**config.mk**
```make
export PLATFORM = sky130hd
export DESIGN_NAME = mem_stream_reader_flat
export DESIGN_NICKNAME = d
export VERILOG_FILES = /design/src/rtl/mem_stream_reader_pkg.sv /design/src/rtl/mem_stream_reader_if.sv /design/src/rtl/mem_stream_reader_fifo2.sv /design/src/rtl/mem_stream_reader.sv /design/src/flat_wrapper.sv
export SDC_FILE = /design/constraint.sdc
export NUM_CORES = 1
export LEC_CHECK = 0
export ABC_AREA = 1
export BUFFER_PORTS_ARGS = -buffer_cell sky130_fd_sc_hd__buf_2
export CORE_ASPECT_RATIO = 1.75
export CORE_MARGIN = 4
export CORE_UTILIZATION = 60
export DETAILED_ROUTE_END_ITERATION = 7
export GPL_TIMING_DRIVEN = 0
export PLACE_DENSITY = 0.88
export RECOVER_POWER = 25
export SYNTH_ARGS = -nofsm -noshare
export SYNTH_HDL_FRONTEND = slang
export SYNTH_HIERARCHICAL = 1
export SYNTH_SLANG_ARGS = --single-unit
```
**constraint.sdc**
```tcl
create_clock -name clk -period 5.9 [get_ports clk]
set_input_delay 0.295 -clock clk [delete_from_list [all_inputs] [get_ports clk]]
set_output_delay 0.295 -clock clk [all_outputs]
set_load 0.1 [all_outputs]
```
**src/rtl/mem_stream_reader_pkg.sv**
```systemverilog
// Shared constants, state encoding and types for the memory stream reader.
package mem_stream_reader_pkg;

    localparam int unsigned AW = 9;   // memory address width, depth 2^AW
    localparam int unsigned DW = 20;  // data word width
    localparam int unsigned LW = 10;  // burst length width, holds 2^AW

    typedef logic [AW-1:0] addr_t;
    typedef logic [DW-1:0] data_t;
    typedef logic [LW-1:0] len_t;

    typedef enum logic [1:0] {
        IDLE  = 2'd0,
        RUN   = 2'd1,
        DRAIN = 2'd2
    } state_t;

    // Output buffer payload: stream word plus its end-of-burst marker.
    typedef struct packed {
        logic  last;
        data_t data;
    } beat_t;

endpackage

```
**src/rtl/mem_stream_reader_if.sv**
```systemverilog
// Command and output-stream handshake bundle of the memory stream reader.
// The reader is the slave: it accepts commands and sources the stream.
interface mem_stream_reader_if;
    import mem_stream_reader_pkg::*;

    logic  cmd_valid;
    logic  cmd_ready;
    addr_t cmd_addr;
    len_t  cmd_len;

    logic  out_valid;
    logic  out_ready;
    data_t out_data;
    logic  out_last;

    modport master (
        output cmd_valid, cmd_addr, cmd_len, out_ready,
        input  cmd_ready, out_valid, out_data, out_last
    );

    modport slave (
        input  cmd_valid, cmd_addr, cmd_len, out_ready,
        output cmd_ready, out_valid, out_data, out_last
    );

endinterface

```
**src/rtl/mem_stream_reader_fifo2.sv**
```systemverilog
// Two-entry registered FIFO holding {last, data} beats; head is read
// straight from storage, so a pushed beat is visible the cycle after.
module fifo2
    import mem_stream_reader_pkg::*;
(
    input  logic       clk,
    input  logic       rst,
    input  logic       push,
    input  beat_t      din,
    input  logic       pop,
    output beat_t      dout,
    output logic [1:0] count,
    output logic       empty
);

    beat_t      mem_q [2];
    beat_t      mem_d [2];
    logic       wr_ptr_q, wr_ptr_d;
    logic       rd_ptr_q, rd_ptr_d;
    logic [1:0] cnt_q, cnt_d;
    logic       full;
    logic       wr_en;
    logic       rd_en;

    // Pointer/occupancy update; a push into a full FIFO is only taken when a pop frees a slot.
    always_comb begin
        mem_d    = mem_q;
        wr_ptr_d = wr_ptr_q;
        rd_ptr_d = rd_ptr_q;
        full     = (cnt_q == 2'd2);
        rd_en    = pop && (cnt_q != 2'd0);
        wr_en    = push && (!full || rd_en);
        if (wr_en) begin
            mem_d[wr_ptr_q] = din;
            wr_ptr_d        = ~wr_ptr_q;
        end
        if (rd_en) begin
            rd_ptr_d = ~rd_ptr_q;
        end
        cnt_d = cnt_q + 2'(wr_en) - 2'(rd_en);
    end

    // Storage and pointer registers.
    always_ff @(posedge clk or posedge rst) begin
        if (rst) begin
            mem_q[0] <= '0;
            mem_q[1] <= '0;
            wr_ptr_q <= 1'b0;
            rd_ptr_q <= 1'b0;
            cnt_q    <= '0;
        end else begin
            mem_q    <= mem_d;
            wr_ptr_q <= wr_ptr_d;
            rd_ptr_q <= rd_ptr_d;
            cnt_q    <= cnt_d;
        end
    end

    assign dout  = mem_q[rd_ptr_q];
    assign count = cnt_q;
    assign empty = (cnt_q == 2'd0);

endmodule

```
**src/rtl/mem_stream_reader.sv**
```systemverilog
// Burst read controller for the 512 x 20 two-port memory: takes a
// (start address, length) command, reads consecutive words through the
// registered-read port and presents them as a valid/ready stream with a
// last marker. Optional stall counter: define MEM_STREAM_READER_PERF_EN.
module mem_stream_reader
    import mem_stream_reader_pkg::*;
(
    input  logic                clk,
    input  logic                reset,
    mem_stream_reader_if.slave  bus,
    output addr_t               ra,
    input  data_t               q,
    output logic                busy,
    output logic                done,
    output logic [15:0]         stall_cnt
);

    state_t state_q, state_d;
    addr_t  addr_q, addr_d;
    len_t   issue_rem_q, issue_rem_d;
    len_t   out_rem_q, out_rem_d;
    logic   inflight_q, inflight_d;
    logic   cmd_ready_q, cmd_ready_d;
    logic   busy_q, busy_d;
    logic   done_q, done_d;

    beat_t      fifo_head;
    beat_t      push_beat;
    logic [1:0] fifo_count;
    logic       fifo_empty;
    logic       push;
    logic       pop;
    logic       accept;
    logic       issue;
    logic [2:0] credit;

    // Handshake decode and credit check. ra is the address counter itself, so
    // a read is issued in the same cycle the decision is made and at most one
    // read is in flight; with that, a 2-entry buffer sustains one word per cycle.
    always_comb begin
        pop            = !fifo_empty && bus.out_ready;
        push           = inflight_q;
        push_beat.last = (out_rem_q == len_t'(1));
        push_beat.data = q;
        credit         = {1'b0, fifo_count} + {2'b00, inflight_q} - {2'b00, pop};
        accept         = (state_q == IDLE) && bus.cmd_valid && cmd_ready_q;
        issue          = (state_q == RUN) && (issue_rem_q != '0) && (credit < 3'd2);
    end

    // Next-state, address/length counters and registered status outputs.
    always_comb begin
        state_d     = state_q;
        addr_d      = addr_q;
        issue_rem_d = issue_rem_q;
        out_rem_d   = out_rem_q;
        inflight_d  = issue;
        done_d      = 1'b0;
        if (push) begin
            out_rem_d = out_rem_q - len_t'(1);
        end
        if (issue) begin
            addr_d      = addr_q + addr_t'(1);
            issue_rem_d = issue_rem_q - len_t'(1);
        end
        case (state_q)
            IDLE: begin
                if (accept) begin
                    addr_d      = bus.cmd_addr;
                    issue_rem_d = bus.cmd_len;
                    out_rem_d   = bus.cmd_len;
                    if (bus.cmd_len == '0) begin
                        done_d = 1'b1;
                    end else begin
                        state_d = RUN;
                    end
                end
            end
            RUN: begin
                if (issue && (issue_rem_q == len_t'(1))) begin
                    state_d = DRAIN;
                end
            end
            DRAIN: begin
                if (fifo_empty && !inflight_q) begin
                    state_d = IDLE;
                    done_d  = 1'b1;
                end
            end
            default: state_d = IDLE;
        endcase
        cmd_ready_d = (state_d == IDLE);
        busy_d      = (state_d != IDLE);
    end

    // Controller state register; reset aborts any burst and drops in-flight reads.
    always_ff @(posedge clk or posedge reset) begin
        if (reset) begin
            state_q     <= IDLE;
            addr_q      <= '0;
            issue_rem_q <= '0;
            out_rem_q   <= '0;
            inflight_q  <= 1'b0;
            cmd_ready_q <= 1'b0;
            busy_q      <= 1'b0;
            done_q      <= 1'b0;
        end else begin
            state_q     <= state_d;
            addr_q      <= addr_d;
            issue_rem_q <= issue_rem_d;
            out_rem_q   <= out_rem_d;
            inflight_q  <= inflight_d;
            cmd_ready_q <= cmd_ready_d;
            busy_q      <= busy_d;
            done_q      <= done_d;
        end
    end

    fifo2 u_fifo (
        .clk   (clk),
        .rst   (reset),
        .push  (push),
        .din   (push_beat),
        .pop   (pop),
        .dout  (fifo_head),
        .count (fifo_count),
        .empty (fifo_empty)
    );

`ifdef MEM_STREAM_READER_PERF_EN
    logic [15:0] stall_q, stall_d;

    // Saturating count of cycles a word waits on the consumer; cleared per command.
    always_comb begin
        stall_d = stall_q;
        if (accept) begin
            stall_d = '0;
        end else if ((state_q != IDLE) && !fifo_empty && !bus.out_ready && (stall_q != '1)) begin
            stall_d = stall_q + 16'd1;
        end
    end

    // Stall counter register.
    always_ff @(posedge clk or posedge reset) begin
        if (reset) begin
            stall_q <= '0;
        end else begin
            stall_q <= stall_d;
        end
    end

    assign stall_cnt = stall_q;
`else
    assign stall_cnt = '0;
`endif

    assign ra            = addr_q;
    assign bus.cmd_ready = cmd_ready_q;
    assign bus.out_valid = !fifo_empty;
    assign bus.out_data  = fifo_head.data;
    assign bus.out_last  = fifo_head.last;
    assign busy          = busy_q;
    assign done          = done_q;

endmodule

```
**src/flat_wrapper.sv**
```systemverilog
// flat-port wrapper written by rule: the top's interface ports become plain ports
module mem_stream_reader_flat import mem_stream_reader_pkg::*;
  (clk, reset, ra, q, busy, done, stall_cnt, bus_cmd_valid, bus_cmd_addr, bus_cmd_len, bus_out_ready, bus_cmd_ready, bus_out_valid, bus_out_data, bus_out_last);
  mem_stream_reader_if bus_i ();
  input  logic clk;
  input  logic reset;
  output addr_t ra;
  input  data_t q;
  output logic busy;
  output logic done;
  output logic [15:0] stall_cnt;
  input wire logic [$bits(bus_i.cmd_valid)-1:0] bus_cmd_valid;
  input wire logic [$bits(bus_i.cmd_addr)-1:0] bus_cmd_addr;
  input wire logic [$bits(bus_i.cmd_len)-1:0] bus_cmd_len;
  input wire logic [$bits(bus_i.out_ready)-1:0] bus_out_ready;
  output wire logic [$bits(bus_i.cmd_ready)-1:0] bus_cmd_ready;
  output wire logic [$bits(bus_i.out_valid)-1:0] bus_out_valid;
  output wire logic [$bits(bus_i.out_data)-1:0] bus_out_data;
  output wire logic [$bits(bus_i.out_last)-1:0] bus_out_last;
  assign bus_i.cmd_valid = bus_cmd_valid;
  assign bus_i.cmd_addr = bus_cmd_addr;
  assign bus_i.cmd_len = bus_cmd_len;
  assign bus_i.out_ready = bus_out_ready;
  assign bus_cmd_ready = bus_i.cmd_ready;
  assign bus_out_valid = bus_i.out_valid;
  assign bus_out_data = bus_i.out_data;
  assign bus_out_last = bus_i.out_last;
  mem_stream_reader u_core (.clk(clk), .reset(reset), .bus(bus_i), .ra(ra), .q(q), .busy(busy), .done(done), .stall_cnt(stall_cnt));
endmodule
```
Word-level counts from Yosys, hierarchy flattened
Index checks and enable logic that the tools add are counted.
{ "classes": {"n_addsub": 7, "magnitude_cmp": 4, "eq_ne": 5, "n_mux": 24, "bitwise_logic": 4, "reduce_logical": 21} }
{ "ops": {"columns": ["cell", "count"], "rows": [
  ["two-way mux 21 bit", 4],
  ["two-way mux 10 bit", 6],
  ["bitwise mux 42 bit", 1],
  ["two-way mux 9 bit", 3],
  ["demux 21 bit (select 1 bit)", 1],
  ["== test 10 x 1 -> 1 bit, second input constant", 2],
  ["subtractor 10 x 1 -> 10 bit, second input constant", 2],
  ["logical AND 1 bit", 10],
  ["zero test 10 bit", 1],
  ["nonzero test 10 bit", 1],
  ["adder 9 x 1 -> 9 bit, second input constant", 1],
  ["two-way mux 2 bit", 4],
  ["zero test 2 bit", 3],
  ["case mux 2 bit (3 select lines)", 1],
  ["== test 2 bit, second input constant", 2],
  [">= comparator 2 bit, second input constant", 2],
  ["inverter 1 -> 2 bit", 2],
  ["nonzero test 2 bit", 2],
  ["adder 2 x 1 -> 3 bit", 1],
  ["zero test 1 bit", 3],
  ["< comparator 3 x 2 -> 1 bit, second input constant", 1],
  ["two-way mux 1 bit", 3],
  ["subtractor 3 x 1 -> 3 bit", 1],
  ["adder 2 x 1 -> 2 bit", 1],
  ["other kinds (6)", 7]
]} }
{ "word_totals": {"reg_bits": 81, "in_bits": 43, "out_inout_bits": 50, "elab_cells": 80} }

Logic depth before layout (Yosys ltp)
Gate-level depths: netlist of the first run.
{ "logic_depth": {"word_depth": 10, "mapped_depth": 15, "ltp_nobuf": 14} }

Cells and area by module
Netlist of the first run, hierarchy kept.
{ "modules_own_cells": {"columns": ["mod", "instances", "cells_each", "area_each_um2", "seq_area_each_um2"], "rows": [
  ["mem_stream_reader", 1, 349, 2457.4, 875.8],
  ["fifo2", 1, 280, 2215.9, 1151.1]
]} }

Worst setup path before layout of the first run
OpenSTA, ideal clock, no wires.
{ "synth_timing": {"path_kind": "register to register", "start": "register u_core.u_fifo.cnt_q[1], in the netlist u_core/u_fifo/count[1]", "end": "register u_core.addr_q[0], in the netlist u_core/ra[0]", "setup_time_ns": 0.117, "arrival_ns": 2.288, "t_required_ns": 5.783, "slack_ns": 3.495, "stages_incl_launch_ff": 15, "n_path_buf": 1, "period_less_slack_ns": 2.405, "path_cell_list": "dfrtp_1 > nor2_1 > nor2_1 > ha_1 > inv_1 > nand2_1 > fa_1 > nand3_1 > nor2_4 > nand2_8 > inv_6 > buf_12 > nand2_1 > nand3_1 > nand2_1"} }
{ "synth_between": {"elab_chain_len": 9, "elab_cells_between_ends": 10, "cone_classes": "2 x add/sub; 1 x order compare; 3 x mux; 4 x reduce/logical"} }
{ "synth_lines": {"columns": ["item", "line_no", "source"], "rows": [
  ["start, declared", "mem_stream_reader_fifo2.sv:20", "logic [1:0] cnt_q, cnt_d;"],
  ["start signal, assigned", "mem_stream_reader_fifo2.sv:55", "cnt_q <= cnt_d;"],
  ["zero test 2 bit (*)", "mem_stream_reader_fifo2.sv:61", "assign empty = (cnt_q == 2'd0);"],
  ["net u_core.fifo_empty", "mem_stream_reader.sv:30", "logic fifo_empty;"],
  ["zero test 1 bit (*)", "mem_stream_reader.sv:41", "pop = !fifo_empty && bus.out_ready;"],
  ["logical AND 1 bit (*)", "mem_stream_reader.sv:41", null],
  ["net u_core.pop", "mem_stream_reader.sv:32", "logic pop;"],
  ["subtractor 3 x 1 -> 3 bit (*)", "mem_stream_reader.sv:45", "credit = {1'b0, fifo_count} + {2'b00, inflight_q} - {2'b00, pop};"],
  ["< comparator 3 x 2 -> 1 bit (*)", "mem_stream_reader.sv:47", "issue = (state_q == RUN) && (issue_rem_q != '0) && (credit < 3'd2);"],
  ["logical AND 1 bit (*)", "mem_stream_reader.sv:47", null],
  ["net u_core.inflight_d", "mem_stream_reader.sv:22", "logic inflight_q, inflight_d;"],
  ["two-way mux 9 bit (*)", "mem_stream_reader.sv:61", "if (issue) begin"],
  ["two-way mux 9 bit", "mem_stream_reader.sv:67", "if (accept) begin"],
  ["two-way mux 9 bit (*)", "mem_stream_reader.sv:65", "case (state_q)"],
  ["net u_core.addr_d[0]", "mem_stream_reader.sv:19", "addr_t addr_q, addr_d;"],
  ["end signal, assigned", "mem_stream_reader.sv:108", "addr_q <= addr_d;"],
  ["end, declared", "mem_stream_reader.sv:19", null]
]} }
Mark *: on every way through the listed nets, which the timed path passes. The rest lies on a longest branch.
A chain may end at the register's enable or synchronous reset.

==> results.cfg, run 1 <==
[placement]
dpl.hpwl_mm = 8.77
globalplace.congestion = 0.908
portBuffers = 76

[timing]
slew_headroom_pct = -43.9
clock_skew_ps = 7.17
finalHoldViolations = 0
max_freq_mhz = 360
period_needed_ps = 2780
period_share_pct = 47.1
setup_viol_count_final = 0
tightest_slew_ps = 2160
rsz0062_at_grt = false
slew_violations = 41
tns_ps = 0

[floorplan]
ios = 93
rows = 42
die_y_um = 125
fp.dieW_um = 74.7
die_area_mm2 = 0.00932
start_util_pct = 61.8
core_mm2 = 0.00757

[worst_setup_path]
critPathLaunchType = primary input
path_class = primary input to asynchronous set/reset pin
critPathArrivalTime_ps = 2790
crit_fanout = 40
worstPathRequired_ps = 5910
r2r_slack_ps = 3250
worst_setup_path_end_kind = asynchronous set/reset pin

[route]
drtPass1Iterations = 5
drt-vias-per-instance = 5.34
drc = 0
ant_nets = 0
drt_iter0_markers = 308
via_count = 4409
wl_per_cell_um = 14.2
drt-total-wl_mm = 11.7

[grt]
grt_util_all_layers_pct = 26.7
antenna_found_initial = 0
use_met2_pct = 47.5
grt-ovfl-total = 0
grt_max_degree = 41
grt_busiest_layer = met2
globalRouteMet3Util_pct = 4.60
grt_pass1_wl_mm = 19.4
grt_pass1_vias = 4378
grtUsageMet1_pct = 28.0

[logic_synthesis]
async_flop_share_pct = 100
synthCells = 629
yosys.area.top_type_share_pct = 43.4
ys_warn_count = 6
synth.most_common_cell = nand2_1
synth_cell_types = 34
synth_seq_area_share_pct = 43.4
avgSynthCellArea_um2 = 7.43
synth_area_leaders = dfrtp_1, nand2_1, nand4_1, buf_4, inv_1
yosys.area.top_type = dfrtp_1
syn_area_mm2 = 0.00467
synth-seq-cells = 81
ys_top_cells_by_count = nand2_1, dfrtp_1, nand4_1
ys.flop_type = dfrtp_1
synth-edff-count = 0

[final_layout]
antenna_cells = 0
multi_input_area_mm2 = 0.00223
syn_to_final_growth_pct = 18.2
drive_gt1_share_pct = 20.5
area.sequential_mm2 = 0.00203
fillers = 591
nets = 785

[run]
drv_cap = 1

[outcome]
status = finished with violations
violations = max-capacitance violations, max-slew violations

[cts]
ctsLongestPathBuffers = 2
clk_pin_slew_ps = 60
htreeDepth = 3
cts-resized-gates = 0
clk_latency_ps = 340
post_cts.repair.setup_buffers = 0
tritoncts = built
postCtsHoldBufs = 1
cts_root_buffer = clkbuf_16
clock-sinks = 81
numCtsBuffers = 9

[min_path]
min-delay-path-class = primary input to flop
## cells in the final DEF, fill, tap and decap left out
master,n
nor3_1,1
clkinv_2,2
o21ai_1,2
nor2_1,34
clkinv_4,1
xnor2_1,6
buf_12,1
inv_1,37
nor4_1,1
o21ai_0,12
nand3_2,2
nand4_1,48
ha_1,8
dfrtp_1,81
fa_1,1
buf_4,21
bufinv_16,1
nand3b_1,1
a21oi_1,3
clkbuf_1,12
clkbuf_16,9
nand2_2,9
nand2_8,1
nand3_1,15
inv_2,6
inv_6,1
o21ai_2,1
buf_6,2
nand2_1,292
dlygate4sd3_1,1
buf_1,2
nor2_4,3
buf_2,87
xor2_1,11
clkinvlp_4,1
or2_2,1
o31ai_1,1
conb_1,16
a22oi_1,2
nand3_4,2
## worst max-delay path, stage by stage
cell           delay (ps)
dlygate4sd3_1         540
clkbuf_1              110
inv_1                 230
clkbuf_1             1580
## per-stage QoR
step | setup slack, ps | std cells | instance area [µm²] | util (%) | hold slack (ps)
finish | 3120 | 826 | 5520 | 73.0 | 161
global route | 2660 | 826 | 5520 | 73.0 | 176
CTS | 3240 | 826 | 5540 | 73.2 | 150
detailed placement | 3260 | 809 | 5240 | 69.2 | 218
global placement | 3310 | 808 | 5220 | 69.0 | 453
floorplan | 3490 | 644 | 4730 | - | 412
## state kept, by name, summed over array words and instances, names as in the netlist
name	count
u_core/inflight_q	1
u_core/u_fifo/wr_ptr_q	1
u_core/u_fifo/count	2
u_core/ra	9
u_core/u_fifo/mem_q	42
u_core/done	1
u_core/issue_rem_q	10
u_core/busy	1
u_core/bus.cmd_ready	1
u_core/u_fifo/rd_ptr_q	1
u_core/out_rem_q	10
u_core/state_q	2
## routing by layer
metal	vias to the layer above	wire [µm]
met4	0	439
met3	42	678
met2	173	6560
met5	-	0
li1	2169	-
met1	2025	4030
## cells by family after synthesis
kind of cell	count (synthesis)	synth area share [%]
flops	81	43.4
xor+xnor	17	3.19
fa+ha+maj	9	2.57
other cells	1	0.0802
buf+inv	90	10.0
simple gates	410	38.3
compound gates	21	2.49
## cell type report
type,instances,area share [%]
multi-input cells,473,40.5
flip-flops and latches,81,36.7
repair buffers,78,7.12
plain buffers,46,5.39
clock buffers,11,4.21
inverters,44,3.08
well taps,88,1.99
clock inverters,5,1.02
## path summary, 6_finish.rpt
check	start	end	cells after the start
max	reset	u_core/u_fifo/mem_q[34]	4
min	bus_cmd_addr[6]	u_core/ra[6]	3
max reg2reg	u_core/u_fifo/count[1]	u_core/ra[0]	14
min reg2reg	u_core/u_fifo/mem_q[39]	u_core/u_fifo/mem_q[39]	2
max in group clk	u_core/u_fifo/count[1]	u_core/ra[0]	14
min in group asynchronous	reset	u_core/u_fifo/mem_q[27]	3
Power of run 1 is not shown: default switching activity piles up to over one toggle a cycle in this logic, so the estimate is an artifact.
==> run 2: changes to the inputs <==
CORE_UTILIZATION = 56   (was 60)
PLACE_DENSITY = 0.83   (was 0.88)
clock period = 2.64 ns   (was 5.9 ns; I/O delays follow)
==> run 2 against run 1 <==
The flow now finishes without violations. Final cell count rose by 1.5%. Clock skew barely moved. Via count rose by 1.3%. Non-clock buffer count rose by 10. Die area rose by 6.5%. Global-route usage fell by 2.4 points. Flip-flop and latch count did not move.
==> results.cfg, run 2 (synthesized netlist as in run 1, its figures left out) <==
[timing]
period_needed_ps = 2460
max_freq_mhz = 407
finalHoldViolations = 0
slew_headroom_pct = 2.61
clock_skew_ps = 7.35
tns_ps = 0
rsz0062_at_grt = false
slew_violations = 0
setup_viol_count_final = 0
tightest_slew_ps = 1460
period_share_pct = 93.1

[grt]
grtUsageMet1_pct = 24.8
grt_max_degree = 36
grt_pass1_vias = 4383
globalRouteMet3Util_pct = 3.99
use_met2_pct = 47.1
grt_busiest_layer = met2
grt_util_all_layers_pct = 24.3
antenna_found_initial = 0
grt-ovfl-total = 0
grt_pass1_wl_mm = 19.3

[outcome]
status = finished clean

[cts]
ctsLongestPathBuffers = 2
tritoncts = built
clk_latency_ps = 340
htreeDepth = 3
clock-sinks = 81
cts_root_buffer = clkbuf_16
clk_pin_slew_ps = 60
numCtsBuffers = 9

[route]
drc = 0
drt-total-wl_mm = 11.8
ant_nets = 0
drt-vias-per-instance = 5.33
drt_iter0_markers = 355
wl_per_cell_um = 14.1
drtPass1Iterations = 5
via_count = 4466

[worst_setup_path]
crit_fanout = 10
worstPathRequired_ps = 2920
critPathLaunchType = flop
path_class = flop to flop
worst_setup_path_end_kind = flop
critPathArrivalTime_ps = 2740

[placement]
dpl.hpwl_mm = 8.67
portBuffers = 76
globalplace.congestion = 0.916

[final_layout]
nets = 795
area.sequential_mm2 = 0.00203
largest_register = u_core/u_fifo/mem_q
layout.cells.most_common = nand2_1
antenna_cells = 0
fillers = 646
largest_reg_flops = 42
final_cell_mix = nand2_1, buf_2, dfrtp_1
drive_gt1_share_pct = 21.1
reg_top3 = u_core/u_fifo/mem_q x42, u_core/issue_rem_q x10, u_core/out_rem_q x10
syn_to_final_growth_pct = 20.8
multi_input_area_mm2 = 0.00224

[min_path]
min-delay-path-class = primary input to flop

[floorplan]
die_area_mm2 = 0.00993
die_y_um = 129
start_util_pct = 58.3
rows = 43
ios = 93
core_mm2 = 0.00802
fp.dieW_um = 77.1

[run]
drv_cap = 0
## run 2: changes by cell type in the layout (fill, tap and decap cells not counted), sizes merged
| cell | previous run | this run |
|---|---|---|
| clkinvlp | 1 | 0 |
| bufinv | 1 | 2 |
| dlygate4sd3 | 1 | 8 |
| clkinv | 3 | 5 |
| buf | 113 | 115 |
| clkbuf | 21 | 20 |
## run 2: area by class of cell
cell class	count	area share [%]
inverter	44	3.01
tap	90	1.99
timing repair buffer	88	8.55
clock inverter	7	1.64
clock buffer	9	3.99
sequential	81	35.9
buffer	46	5.27
multi-input combinational	473	39.6
## run 2: metrics by stage
stage | std cells | setup slack [ps] | hold WS [ps] | cell area (µm²) | util [%]
after global routing | 838 | 36.4 | 35.6 | 5650 | 70.4
final | 838 | 183 | 16.8 | 5650 | 70.4
after CTS | 835 | 72.6 | 5.06 | 5640 | 70.4
after floorplan | 644 | 235 | 249 | 4730 | -
after detailed placement | 811 | 20.6 | 104 | 5240 | 65.4
after global placement | 810 | 75.3 | 333 | 5220 | 65.1
## run 2: repair_timing
item	4_1_cts	5_1_grt
setup buffers	0	2
hold endpoints to repair	19	0
hold buffers	8	0
resized for setup	1	1
setup endpoints to repair	1	19
pin swaps	0	1
gates cloned	0	0
## run 2: worst paths after layout
path,from,to,slack (ps),cells after the start
setup reg to reg,u_core/u_fifo/count[1],u_core/issue_rem_q[8],180,15
hold reg to reg,u_core/u_fifo/mem_q[25],u_core/u_fifo/mem_q[25],470,2
max in group asynchronous,reset,u_core/ra[7],780,4
min in group asynchronous,reset,u_core/busy,230,3
setup / recovery,u_core/u_fifo/count[1],u_core/issue_rem_q[8],180,15
hold / removal,bus_cmd_addr[1],u_core/ra[1],20,3
## run 2: critical path, cell delays in order (launching register included)
cell,delay [ps]
dfrtp_2,450
nor2_2,140
nor2_1,80
ha_1,270
inv_1,50
nand2_1,60
fa_1,490
nand3_1,120
nor2_4,180
nand2_8,90
inv_6,90
buf_12,140
nand2_2,40
nand2_1,70
nand2_1,60
nand2_1,60
## run 2: layer usage
metal  share of wire, %  wire length [µm]  vias up
met4                2.8               332        0
met2                 56              6580      182
met5                  0                 0        -
met3                6.0               713       29
met1                 35              4190     2073
li1                   -                 -     2182
Power of run 2 is left out for the same reason.
